**src/rtl/sprite_pkg.sv**
```systemverilog
// rtl/sprite_pkg.sv - descriptor layout and sizing constants for sprite_compositor
package sprite_pkg;

  // Descriptor field positions
  localparam int ENABLE_BIT = 31;
  localparam int FLIP_BIT   = 26;
  localparam int RSVD_MSB   = 30;
  localparam int RSVD_LSB   = 27;
  localparam int POSX_MSB   = 25;
  localparam int POSX_LSB   = 16;
  localparam int POSY_MSB   = 15;
  localparam int POSY_LSB   = 6;
  localparam int ROW_MSB    = 5;
  localparam int ROW_LSB    = 3;
  localparam int COL_MSB    = 2;
  localparam int COL_LSB    = 0;

  localparam int DESC_W     = 32;

  // Default sprite geometry
  localparam int DEF_SPR_W  = 32;
  localparam int DEF_SPR_H  = 32;

  // ROM address layout: {row, dy, col, dx}
  localparam int ROM_FIELD_W = 5;
  localparam int ROM_SEL_W   = 3;
  localparam int ROM_ADDR_W  = 2 * (ROM_SEL_W + ROM_FIELD_W);

endpackage

```
**src/rtl/sprite_compositor_if.sv**
```systemverilog
// rtl/sprite_compositor_if.sv - descriptor write, pixel scan and result bundle
interface sprite_compositor_if;
  import sprite_pkg::*;

  logic                  wea;
  logic [2:0]            addr;
  logic [DESC_W-1:0]     dina;
  logic                  frame_start;
  logic [9:0]            h_cnt;
  logic [9:0]            v_cnt;
  logic                  video_on;
  logic                  pix_valid;
  logic [ROM_ADDR_W-1:0] rom_addr;
  logic [2:0]            slot_id;
  logic                  collision;
  logic [7:0]            collision_slots;

  modport master (
    output wea, addr, dina, frame_start, h_cnt, v_cnt, video_on,
    input  pix_valid, rom_addr, slot_id, collision, collision_slots
  );

  modport slave (
    input  wea, addr, dina, frame_start, h_cnt, v_cnt, video_on,
    output pix_valid, rom_addr, slot_id, collision, collision_slots
  );

endinterface

```
**src/rtl/sprite_hit_unit.sv**
```systemverilog
// rtl/sprite_hit_unit.sv - per-slot bounds test and ROM address; SPRITE_FLIP_EN adds horizontal mirroring
module sprite_hit_unit
  import sprite_pkg::*;
#(
  parameter int SPR_W = DEF_SPR_W,
  parameter int SPR_H = DEF_SPR_H
) (
  input  logic [DESC_W-1:0]     i_desc,
  input  logic [9:0]            i_h_cnt,
  input  logic [9:0]            i_v_cnt,
  input  logic                  i_video_on,
  output logic                  o_hit,
  output logic [ROM_ADDR_W-1:0] o_rom_addr
);

  localparam int DX_W = $clog2(SPR_W);
  localparam int DY_W = $clog2(SPR_H);

  // 11-bit operands so a sprite near the right/bottom edge never wraps to 0
  logic [10:0]            w_pos_x;
  logic [10:0]            w_pos_y;
  logic [10:0]            w_h;
  logic [10:0]            w_v;
  logic                   w_in_x;
  logic                   w_in_y;
  logic [DX_W-1:0]        w_dx_raw;
  logic [DX_W-1:0]        w_dx;
  logic [DY_W-1:0]        w_dy;
  logic                   w_unused;

  assign w_pos_x = {1'b0, i_desc[POSX_MSB:POSX_LSB]};
  assign w_pos_y = {1'b0, i_desc[POSY_MSB:POSY_LSB]};
  assign w_h     = {1'b0, i_h_cnt};
  assign w_v     = {1'b0, i_v_cnt};

  assign w_in_x = (w_h >= w_pos_x) && (w_h < w_pos_x + 11'(SPR_W));
  assign w_in_y = (w_v >= w_pos_y) && (w_v < w_pos_y + 11'(SPR_H));
  assign o_hit  = i_desc[ENABLE_BIT] && i_video_on && w_in_x && w_in_y;

  // Offsets only need the low bits, so subtract in the truncated width
  assign w_dx_raw = i_h_cnt[DX_W-1:0] - i_desc[POSX_LSB +: DX_W];
  assign w_dy     = i_v_cnt[DY_W-1:0] - i_desc[POSY_LSB +: DY_W];

`ifdef SPRITE_FLIP_EN
  assign w_dx     = i_desc[FLIP_BIT] ? (DX_W'(SPR_W - 1) - w_dx_raw) : w_dx_raw;
  assign w_unused = ^i_desc[RSVD_MSB:RSVD_LSB];
`else
  assign w_dx     = w_dx_raw;
  assign w_unused = ^{i_desc[RSVD_MSB:RSVD_LSB], i_desc[FLIP_BIT]};
`endif

  assign o_rom_addr = {i_desc[ROW_MSB:ROW_LSB], ROM_FIELD_W'(w_dy),
                       i_desc[COL_MSB:COL_LSB], ROM_FIELD_W'(w_dx)};

endmodule

```
**src/rtl/sprite_compositor.sv**
```systemverilog
// rtl/sprite_compositor.sv - sprite table, 2-stage hit/priority pipeline, slot-0 collision flags; SPRITE_FLIP_EN enables mirroring
module sprite_compositor
  import sprite_pkg::*;
#(
  parameter int SPR_W     = DEF_SPR_W,
  parameter int SPR_H     = DEF_SPR_H,
  parameter int NUM_SLOTS = 8
) (
  input  logic                clk,
  input  logic                reset,
  sprite_compositor_if.slave  bus
);

  localparam int SLOT_W = $clog2(NUM_SLOTS);

  logic [DESC_W-1:0]     r_shadow [NUM_SLOTS];
  logic [DESC_W-1:0]     r_active [NUM_SLOTS];
  logic [NUM_SLOTS-1:0]  w_hit;
  logic [NUM_SLOTS-1:0]  r_hit;
  logic [ROM_ADDR_W-1:0] w_rom [NUM_SLOTS];
  logic [ROM_ADDR_W-1:0] r_rom [NUM_SLOTS];
  logic                  w_win_valid;
  logic [SLOT_W-1:0]     w_win_id;
  logic [ROM_ADDR_W-1:0] w_win_rom;
  logic                  r_pix_valid;
  logic [SLOT_W-1:0]     r_slot_id;
  logic [ROM_ADDR_W-1:0] r_rom_addr;
  logic [NUM_SLOTS-1:0]  w_coll_now;
  logic [NUM_SLOTS-1:0]  r_coll_acc;
  logic [NUM_SLOTS-1:0]  r_coll_slots;
  logic                  r_collision;

  // Shadow takes writes any time; active copies the pre-write shadow on frame_start
  always_ff @(posedge clk or negedge reset) begin
    if (!reset) begin
      for (int i = 0; i < NUM_SLOTS; i++) begin
        r_shadow[i] <= '0;
        r_active[i] <= '0;
      end
    end else begin
      if (bus.frame_start) r_active <= r_shadow;
      if (bus.wea)         r_shadow[bus.addr] <= bus.dina;
    end
  end

  for (genvar g = 0; g < NUM_SLOTS; g++) begin : g_slot
    sprite_hit_unit #(.SPR_W(SPR_W), .SPR_H(SPR_H)) u_hit (
      .i_desc     (r_active[g]),
      .i_h_cnt    (bus.h_cnt),
      .i_v_cnt    (bus.v_cnt),
      .i_video_on (bus.video_on),
      .o_hit      (w_hit[g]),
      .o_rom_addr (w_rom[g])
    );
  end

  // Stage 1: capture every slot's hit and candidate ROM address
  always_ff @(posedge clk or negedge reset) begin
    if (!reset) begin
      r_hit <= '0;
      for (int i = 0; i < NUM_SLOTS; i++) r_rom[i] <= '0;
    end else begin
      r_hit <= w_hit;
      r_rom <= w_rom;
    end
  end

  // Lowest-numbered hitting slot wins; scanning downward leaves the lowest assignment
  always_comb begin
    w_win_valid = 1'b0;
    w_win_id    = '0;
    w_win_rom   = '0;
    for (int i = NUM_SLOTS - 1; i >= 0; i--) begin
      if (r_hit[i]) begin
        w_win_valid = 1'b1;
        w_win_id    = SLOT_W'(i);
        w_win_rom   = r_rom[i];
      end
    end
  end

  // Stage 2: registered winner
  always_ff @(posedge clk or negedge reset) begin
    if (!reset) begin
      r_pix_valid <= 1'b0;
      r_slot_id   <= '0;
      r_rom_addr  <= '0;
    end else begin
      r_pix_valid <= w_win_valid;
      r_slot_id   <= w_win_id;
      r_rom_addr  <= w_win_rom;
    end
  end

  // Player (slot 0) overlap with any other slot in the current stage-1 result
  assign w_coll_now = r_hit[0] ? (r_hit & ~NUM_SLOTS'(1)) : '0;

  // Accumulate per frame; a hit coincident with frame_start seeds the new frame
  always_ff @(posedge clk or negedge reset) begin
    if (!reset) begin
      r_coll_acc   <= '0;
      r_coll_slots <= '0;
      r_collision  <= 1'b0;
    end else if (bus.frame_start) begin
      r_coll_slots <= r_coll_acc;
      r_collision  <= |r_coll_acc;
      r_coll_acc   <= w_coll_now;
    end else begin
      r_coll_acc   <= r_coll_acc | w_coll_now;
    end
  end

  assign bus.pix_valid       = r_pix_valid;
  assign bus.slot_id         = r_slot_id;
  assign bus.rom_addr        = r_rom_addr;
  assign bus.collision       = r_collision;
  assign bus.collision_slots = r_coll_slots;

endmodule

```
**src/flat_wrapper.sv**
```systemverilog
// flat-port wrapper written by rule: the top's interface ports become plain ports
module sprite_compositor_flat import sprite_pkg::*;
#(
  parameter int SPR_W     = DEF_SPR_W,
  parameter int SPR_H     = DEF_SPR_H,
  parameter int NUM_SLOTS = 8
)
  (clk, reset, bus_wea, bus_addr, bus_dina, bus_frame_start, bus_h_cnt, bus_v_cnt, bus_video_on, bus_pix_valid, bus_rom_addr, bus_slot_id, bus_collision, bus_collision_slots);
  sprite_compositor_if bus_i ();
  input  logic clk;
  input  logic reset;
  input wire logic [$bits(bus_i.wea)-1:0] bus_wea;
  input wire logic [$bits(bus_i.addr)-1:0] bus_addr;
  input wire logic [$bits(bus_i.dina)-1:0] bus_dina;
  input wire logic [$bits(bus_i.frame_start)-1:0] bus_frame_start;
  input wire logic [$bits(bus_i.h_cnt)-1:0] bus_h_cnt;
  input wire logic [$bits(bus_i.v_cnt)-1:0] bus_v_cnt;
  input wire logic [$bits(bus_i.video_on)-1:0] bus_video_on;
  output wire logic [$bits(bus_i.pix_valid)-1:0] bus_pix_valid;
  output wire logic [$bits(bus_i.rom_addr)-1:0] bus_rom_addr;
  output wire logic [$bits(bus_i.slot_id)-1:0] bus_slot_id;
  output wire logic [$bits(bus_i.collision)-1:0] bus_collision;
  output wire logic [$bits(bus_i.collision_slots)-1:0] bus_collision_slots;
  assign bus_i.wea = bus_wea;
  assign bus_i.addr = bus_addr;
  assign bus_i.dina = bus_dina;
  assign bus_i.frame_start = bus_frame_start;
  assign bus_i.h_cnt = bus_h_cnt;
  assign bus_i.v_cnt = bus_v_cnt;
  assign bus_i.video_on = bus_video_on;
  assign bus_pix_valid = bus_i.pix_valid;
  assign bus_rom_addr = bus_i.rom_addr;
  assign bus_slot_id = bus_i.slot_id;
  assign bus_collision = bus_i.collision;
  assign bus_collision_slots = bus_i.collision_slots;
  sprite_compositor #(.SPR_W(SPR_W), .SPR_H(SPR_H), .NUM_SLOTS(NUM_SLOTS)) u_core (.clk(clk), .reset(reset), .bus(bus_i));
endmodule
```
**config.mk**
```make
export PLATFORM = sky130hd
export DESIGN_NAME = sprite_compositor_flat
export DESIGN_NICKNAME = d
export VERILOG_FILES = /design/src/rtl/sprite_pkg.sv /design/src/rtl/sprite_compositor_if.sv /design/src/rtl/sprite_hit_unit.sv /design/src/rtl/sprite_compositor.sv /design/src/flat_wrapper.sv
export SDC_FILE = /design/constraint.sdc
export NUM_CORES = 1
export LEC_CHECK = 0
export BUFFER_PORTS_ARGS = -buffer_cell sky130_fd_sc_hd__buf_2
export CORE_AREA = 2 2 225 271
export CTS_BUF_LIST = sky130_fd_sc_hd__clkbuf_8 sky130_fd_sc_hd__clkbuf_16
export DETAILED_ROUTE_END_ITERATION = 6
export DIE_AREA = 0 0 227 273
export GPL_TIMING_DRIVEN = 0
export PLACE_DENSITY = 0.66
export SLEW_MARGIN = 40
export SYNTH_ARGS = -nofsm -noshare
export SYNTH_HDL_FRONTEND = slang
export SYNTH_SLANG_ARGS = --single-unit
```
**constraint.sdc**
```tcl
create_clock -name clk -period 2.6 [get_ports clk]
set_clock_uncertainty 0.2 [all_clocks]
set_input_delay 0.13 -clock clk [delete_from_list [all_inputs] [get_ports clk]]
set_output_delay 0.13 -clock clk [all_outputs]
set_load 0.01 [all_outputs]
```
# --- Yosys cells after proc, flatten, opt, wreduce, memory -nomap -nowiden ---
# Index checks and enable logic that the tools add are counted.
op_classes:
  n_lt_le_gt_ge: 34
  reduce_logical: 42
  add_sub_neg: 32
  mux: 29
  n_bitwise: 2
ops:
  columns: ["operator", "count"]
  rows:
  - ["bitwise mux 256 bit", 1]
  - ["adder 10 x 6 -> 11 bit, second input constant", 16]
  - ["< comparator 10 x 11 -> 1 bit", 16]
  - [">= comparator 10 bit", 16]
  - ["two-way mux 16 bit", 8]
  - ["demux 32 bit (select 3 bit)", 1]
  - ["subtractor 5 bit", 16]
  - ["logical AND 1 bit", 41]
  - ["two-way mux 32 bit", 1]
  - ["two-way mux 3 bit", 8]
  - ["two-way mux 8 bit", 2]
  - ["two-way mux 1 bit", 8]
  - ["OR 8 bit", 1]
  - ["OR reduction 8 bit", 1]
  - [">= comparator 4 bit, second input constant", 1]
  - ["< comparator 4 x 1 -> 1 bit, second input constant", 1]
  - ["NOT 3 -> 4 bit", 1]
totals:
  inputBits: 60
  wordCells: 170
  register_bits: 685
  output_inout_bits: 29

# --- Longest topological paths before layout ---
logic_depth:
  ltp_word: 8
  ltp_mapped: 10
  depth_no_buf: 10

# --- Cells and area by module ---
# From an unflattened synthesis, not the netlist that was laid out.
hier_totals:
  cells_unflattened: 2636
  area_unflattened_um2: 33270.7
modules_own_cells:
  columns: ["mod", "instances", "cells_per_inst", "seq_area_each_um2", "area_each_um2"]
  rows:
  - ["sprite_compositor", 1, 1451, 17091.4, 24473.5]
  - ["sprite_hit_unit at u_core.g_slot[2].u_hit ...", 3, 149, 0.0, 1107.3]
  - ["sprite_hit_unit at u_core.g_slot[7].u_hit", 1, 152, 0.0, 1114.8]
  - ["sprite_hit_unit at u_core.g_slot[3].u_hit", 1, 148, 0.0, 1112.3]
  - ["sprite_hit_unit at u_core.g_slot[6].u_hit", 1, 148, 0.0, 1087.3]
  - ["sprite_hit_unit at u_core.g_slot[0].u_hit", 1, 144, 0.0, 1083.5]
  - ["sprite_hit_unit at u_core.g_slot[1].u_hit", 1, 146, 0.0, 1077.3]

# --- Least setup slack after synthesis ---
# No wires, ideal clock.
synth_path:
  path_type: "register -> register"
  start: "register u_core.r_active[139] in the netlist's numbering"
  end: "register u_core.r_hit[3]"
  n_path_buf: 0
  arrival_ns: 1.969
  required_ns: 2.289
  path_slack_ns: 0.320
  stages_incl_launch_ff: 10
  setup_ns: 0.111
  period_less_slack_ns: 2.280
  path_cell_list: "dfrtp_1 > ha_1 > inv_1 > ha_1 > nand2_1 > nor2_1 > a2111oi_0 > a211o_1 > a21oi_1 > a2111oi_2"
synth_between:
  elab_chain_len: 4
  elab_cells_between_ends: 5
  cone_classes: "add/sub: 1; order compare: 2; reduce/logical: 2"
synth_lines:
  columns: ["element", "line_no", "source"]
  rows:
  - ["start: declaration", "sprite_compositor.sv:17", "logic [DESC_W-1:0] r_active [NUM_SLOTS];"]
  - ["start signal: assignment", "sprite_compositor.sv:41", "if (bus.frame_start) r_active <= r_shadow;"]
  - ["adder 10 x 6 -> 11 bit", "sprite_hit_unit.sv:37", "assign w_in_y = (w_v >= w_pos_y) && (w_v < w_pos_y + 11'(SPR_H));"]
  - ["< comparator 10 x 11 -> 1 bit", "sprite_hit_unit.sv:37", null]
  - ["logical AND 1 bit *", "sprite_hit_unit.sv:37", null]
  - ["logical AND 1 bit *", "sprite_hit_unit.sv:38", "assign o_hit = i_desc[ENABLE_BIT] && i_video_on && w_in_x && w_in_y;"]
  - ["via u_core.g_slot[3].u_hit.o_hit", "sprite_hit_unit.sv:12", "output logic o_hit,"]
  - ["end signal: assignment", "sprite_compositor.sv:63", "r_hit <= w_hit;"]
  - ["end: declaration", "sprite_compositor.sv:19", "logic [NUM_SLOTS-1:0] r_hit;"]
# Mark *: on every way through the listed nets, which the timed path passes. The rest lies on a longest branch.
# A chain may end at the register's enable or synchronous reset.

# --- Worst setup path after layout ---
layout_path:
  start: "register u_core.r_active[6] in the netlist's numbering"
  end: "register u_core.r_hit[7]"
layout_between:
  elab_chain_len: 4
  elab_cells_between_ends: 5
  cone_classes: "add/sub: 1; order compare: 2; reduce/logical: 2"
layout_lines:
  columns: ["element", "line_no"]
  rows:
  - ["adder 10 x 6 -> 11 bit", "sprite_hit_unit.sv:37"]
  - ["< comparator 10 x 11 -> 1 bit", "sprite_hit_unit.sv:37"]
  - ["logical AND 1 bit *", "sprite_hit_unit.sv:37"]
  - ["logical AND 1 bit *", "sprite_hit_unit.sv:38"]
  - ["via u_core.g_slot[7].u_hit.o_hit", "sprite_hit_unit.sv:12"]
# Marks and branches as above.

==> results.yml <==
job:
  maxCapViolations: 0
sta:
  max-slew-margin-rel: 0.362
  finalHoldViolations: 0
  hold_slack_ns: 0.0577
  worst-slew-pin-transition_ns: 0.951
  max_freq_mhz: 389
  report.final.slew_viol_count: 0
  period_minus_slack_ns: 2.57
  period_share: 0.989
  setup_violations: 0
setup_path:
  crit_type: "reg -> reg"
  startpoint: "u_core.r_active[6]"
  crit_fanout: 2
  worst_ep_arrival_time_ns: 2.84
  r2r_setup_slack_ns: 0.03
  end_kind: "register"
  crit_path_max_incr_delay_ns: 0.79
  worst_path_max_delay_cell: "a211oi_1"
  worstPathCellList: "ha_1 -> fa_1 -> nand2b_1 -> a21oi_2 -> o221ai_1 -> a21oi_1 -> a211oi_1 -> nor4_2"
  r2r-start: "u_core.r_active[6]"
  start_kind: "register"
  reg2reg_depth: 8
  crit_end: "u_core.r_hit[7]"
  r2r-end: "u_core.r_hit[7]"
  required_ns: 2.87
global_routing:
  grt_max_degree: 81
  overflow: 0
  antenna_found_initial: 2
  grt_pass1_wl_um: 124000
  grt_usage: 0.270
  grt_pass1_vias: 21000
pwr:
  clockPowerShare: 0.314
  p_per_area_nw_per_um2: 854
  leakage_uw: 0.0155
  swShare: 0.303
  total_power_uw: 28700
  combPwrFrac: 0.239
  p_sw_uw: 8710
  p_seq_frac: 0.447
  ir_drop_uv: 614
  cellInternalPower_uw: 20000
route:
  dr.pass1.iters: 5
  drtAntennaViolNets: 0
  wirelength_um: 82000
  vias: 20500
  drt_iter0_drc: 1580
  routed_via_density: 5.74
  drcViolationCount: 0
  wire_per_inst_um: 23.0
floorplanning:
  coreArea_um2: 59300
  die_x_um: 227
  chipHeight_um: 273
  start_util: 0.496
  io_pins: 89
  num_rows: 98
  dieArea_um2: 62000
final_layout:
  nFillCells: 4918
  multi_input_area_um2: 13200
  final_layout_size_suffix_gt1_frac: 0.209
  layout.nets: 3049
  diodes: 0
  layout.area.seq_um2: 15100
  syn2layout_area_growth_pct: 14.4
  fin_util: 0.567
clock_network:
  tritoncts: "built"
  clkSinkCount: 603
  path_clk_slew_ns: 0.06
  clk-insertion-delay-late_ns: 0.64
  numCtsBuffers: 60
  clockBufferDepth: 3
  cts.htree.levels: 2
  postCtsSetupBuffers: 0
  ctsRootBufferMaster: "clkbuf_16"
synth:
  syn_area_per_cell_um2: 11.6
  synthDistinctLibCells: 64
  yosysWarnings: 0
  syn_inst: 2526
  synth_fp_nets: 2858
  ys_ff_latch: 603
  ys.flop_type: "dfrtp_1"
  synth_edf_count: 0
  async_reset_ff_frac: 1.00
  ys_seq_area_frac: 0.513
  netlist_area_um2: 29400
placement:
  numPortBuffers: 77
  dpl.hpwl_um: 57300
  gp_congestion: 0.914
min_path:
  min_path_type: "in -> reg"
outcome:
  outcome: "complete, no violations"
## per-layer routing
| layer | vias to the layer above | part of all wire | track usage |
|---|---|---|---|
| met4 | 2 | 0.057 | 0.142 |
| met5 | - | 0.00016 | 0 |
| met3 | 205 | 0.058 | 0.0486 |
| met2 | 595 | 0.49 | 0.454 |
| li1 | 9277 | - | - |
| met1 | 10400 | 0.40 | 0.332 |
## worst max-delay path, delay by kind of cell, from the launching register on
| family | cells | cell delay (ns) |
|---|---|---|
| AND/OR/NAND/NOR | 2 | 0.25 |
| flip-flops | 1 | 0.35 |
| adder cells (fa/ha/maj) | 2 | 0.44 |
| AO/OA/AOI/OAI | 4 | 1.16 |
## flip-flops by register name, indices dropped and copies added, names as in the netlist
name                        flops
u_core.bus.pix_valid            1
u_core.bus.collision            1
u_core.r_shadow               216
u_core.bus.rom_addr            16
u_core.r_coll_acc               7
u_core.bus.slot_id              3
u_core.bus.collision_slots      7
u_core.r_active               216
u_core.r_rom                  128
u_core.r_hit                    8
## power groups by stage
stage | combinational (µW) | clock [µW] | sequential [µW]
final | 6860 | 9010 | 12800
after floorplan | 4630 | 0 | 12600
after CTS | 6760 | 9150 | 12800
after detailed placement | 6640 | 0 | 13000
after global routing | 7630 | 9560 | 13100
after global placement | 6290 | 0 | 12900
## worst min path at each step
| stage | slack, ns | cells past startpoint | start | endpoint |
|---|---|---|---|---|
| after floorplan | -0.37 | 0 | reset | u_core.bus.collision |
| after global placement | 0.15 | 0 | u_core.r_active[0] | u_core.r_rom[5] |
| after detailed placement | -0.24 | 1 | reset | u_core.bus.collision_slots[4] |
| after CTS | 0.004 | 3 | bus_v_cnt[3] | u_core.r_rom[123] |
| after global routing | 0.05 | 3 | bus_v_cnt[3] | u_core.r_rom[43] |
| final | 0.06 | 2 | bus_h_cnt[1] | u_core.r_rom[17] |
## synth_stat cells (3+ instances only)
master / n / area share
a211o_1: 7 / 0.0021
o32ai_1: 6 / 0.0018
o31ai_1: 14 / 0.0036
xor2_1: 16 / 0.0048
buf_4: 10 / 0.0026
nand2b_1: 11 / 0.0023
nor2b_1: 57 / 0.012
o31a_1: 5 / 0.0015
nor3_1: 47 / 0.0080
buf_2: 45 / 0.0077
o21a_1: 34 / 0.0087
a221oi_1: 30 / 0.0089
mux2_2: 294 / 0.11
o22ai_1: 6 / 0.0013
inv_1: 213 / 0.027
nor4_1: 6 / 0.0013
nand4_1: 16 / 0.0034
dfrtp_1: 603 / 0.51
nand4b_2: 3 / 0.0015
o21bai_1: 13 / 0.0033
a211oi_1: 8 / 0.0020
xnor2_1: 76 / 0.023
fa_1: 16 / 0.011
nand2_1: 174 / 0.022
ha_1: 256 / 0.11
o21ai_0: 206 / 0.035
and3b_1: 3 / 0.00089
a32oi_1: 7 / 0.0021
a311o_1: 4 / 0.0014
a41o_1: 7 / 0.0024
a21oi_1: 94 / 0.016
nor2_1: 63 / 0.0080
a22oi_1: 3 / 0.00077
nand3_1: 49 / 0.0083
o2bb2ai_1: 5 / 0.0015
a2111oi_0: 16 / 0.0048
o221ai_1: 5 / 0.0015
clkbuf_1: 31 / 0.0040
a31oi_1: 9 / 0.0019
a21o_1: 29 / 0.0074
## cell usage in the layout (no fill, tap or decap), types with 8 or more instances in the layout
master,instances
nor2b_1,57
buf_2,122
buf_4,10
clkbuf_8,12
mux2_2,294
a2111oi_0,11
xor2_1,16
a31oi_1,9
nand4_1,16
buf_16,8
nand2_1,174
xnor2_1,76
o31ai_1,14
clkbuf_16,60
a21o_1,29
nand2b_1,11
ha_1,255
inv_1,221
a221oi_1,30
o21ai_0,206
dfrtp_1,601
clkinv_2,9
clkbuf_1,24
nor2_1,63
nor3_1,47
nand3_1,49
o21a_1,34
a21oi_1,88
dlygate4sd3_1,42
fa_1,16
o21bai_1,13
## cell families (layout without fill, tap and decap cells)
kind of cell | after synthesis | after routing | synth area share
DFF | 603 | 603 | 0.513
AOI/OAI and AO/OA | 519 | 519 | 0.112
and+or+nand+nor | 443 | 443 | 0.0730
buffers and inverters | 301 | 537 | 0.0416
muxes | 295 | 295 | 0.113
adders and majority gates | 272 | 272 | 0.120
xor gates and xnor gates | 92 | 92 | 0.0274
other | 1 | 1 | 0.000128
## metrics by stage
| stage | setup TNS, ns | worst slack (ns) | area [µm²] | instances |
|---|---|---|---|---|
| floorplan | 0 | 0.320 | 29400 | 2526 |
| global placement | -6452.24 | -10.77 | 30800 | 3403 |
| detailed placement | -2.66 | -0.556 | 31100 | 3413 |
| CTS | 0 | 0.000954 | 33500 | 3561 |
| global route | -0.000616 | -0.000616 | 33600 | 3562 |
| finish | 0 | 0.0288 | 33600 | 3562 |
## area by class of cell
type,instances,area share
sequential,603,0.449
buffer,87,0.0128
inverter,213,0.0238
clock buffer,72,0.0495
timing repair buffer,130,0.0317
clock inverter,35,0.0115
multi-input combinational,1622,0.392
tap,800,0.0298
## repair_timing
item / CTS / global route
hold buffers: 42 / 1
endpoints found under the setup margin: 8 / 6
resized for setup: 4 / 19
endpoints found under the hold margin: 688 / 11
pin swaps: 1 / 5
No activity file was read; power rests on OpenSTA's default activity.
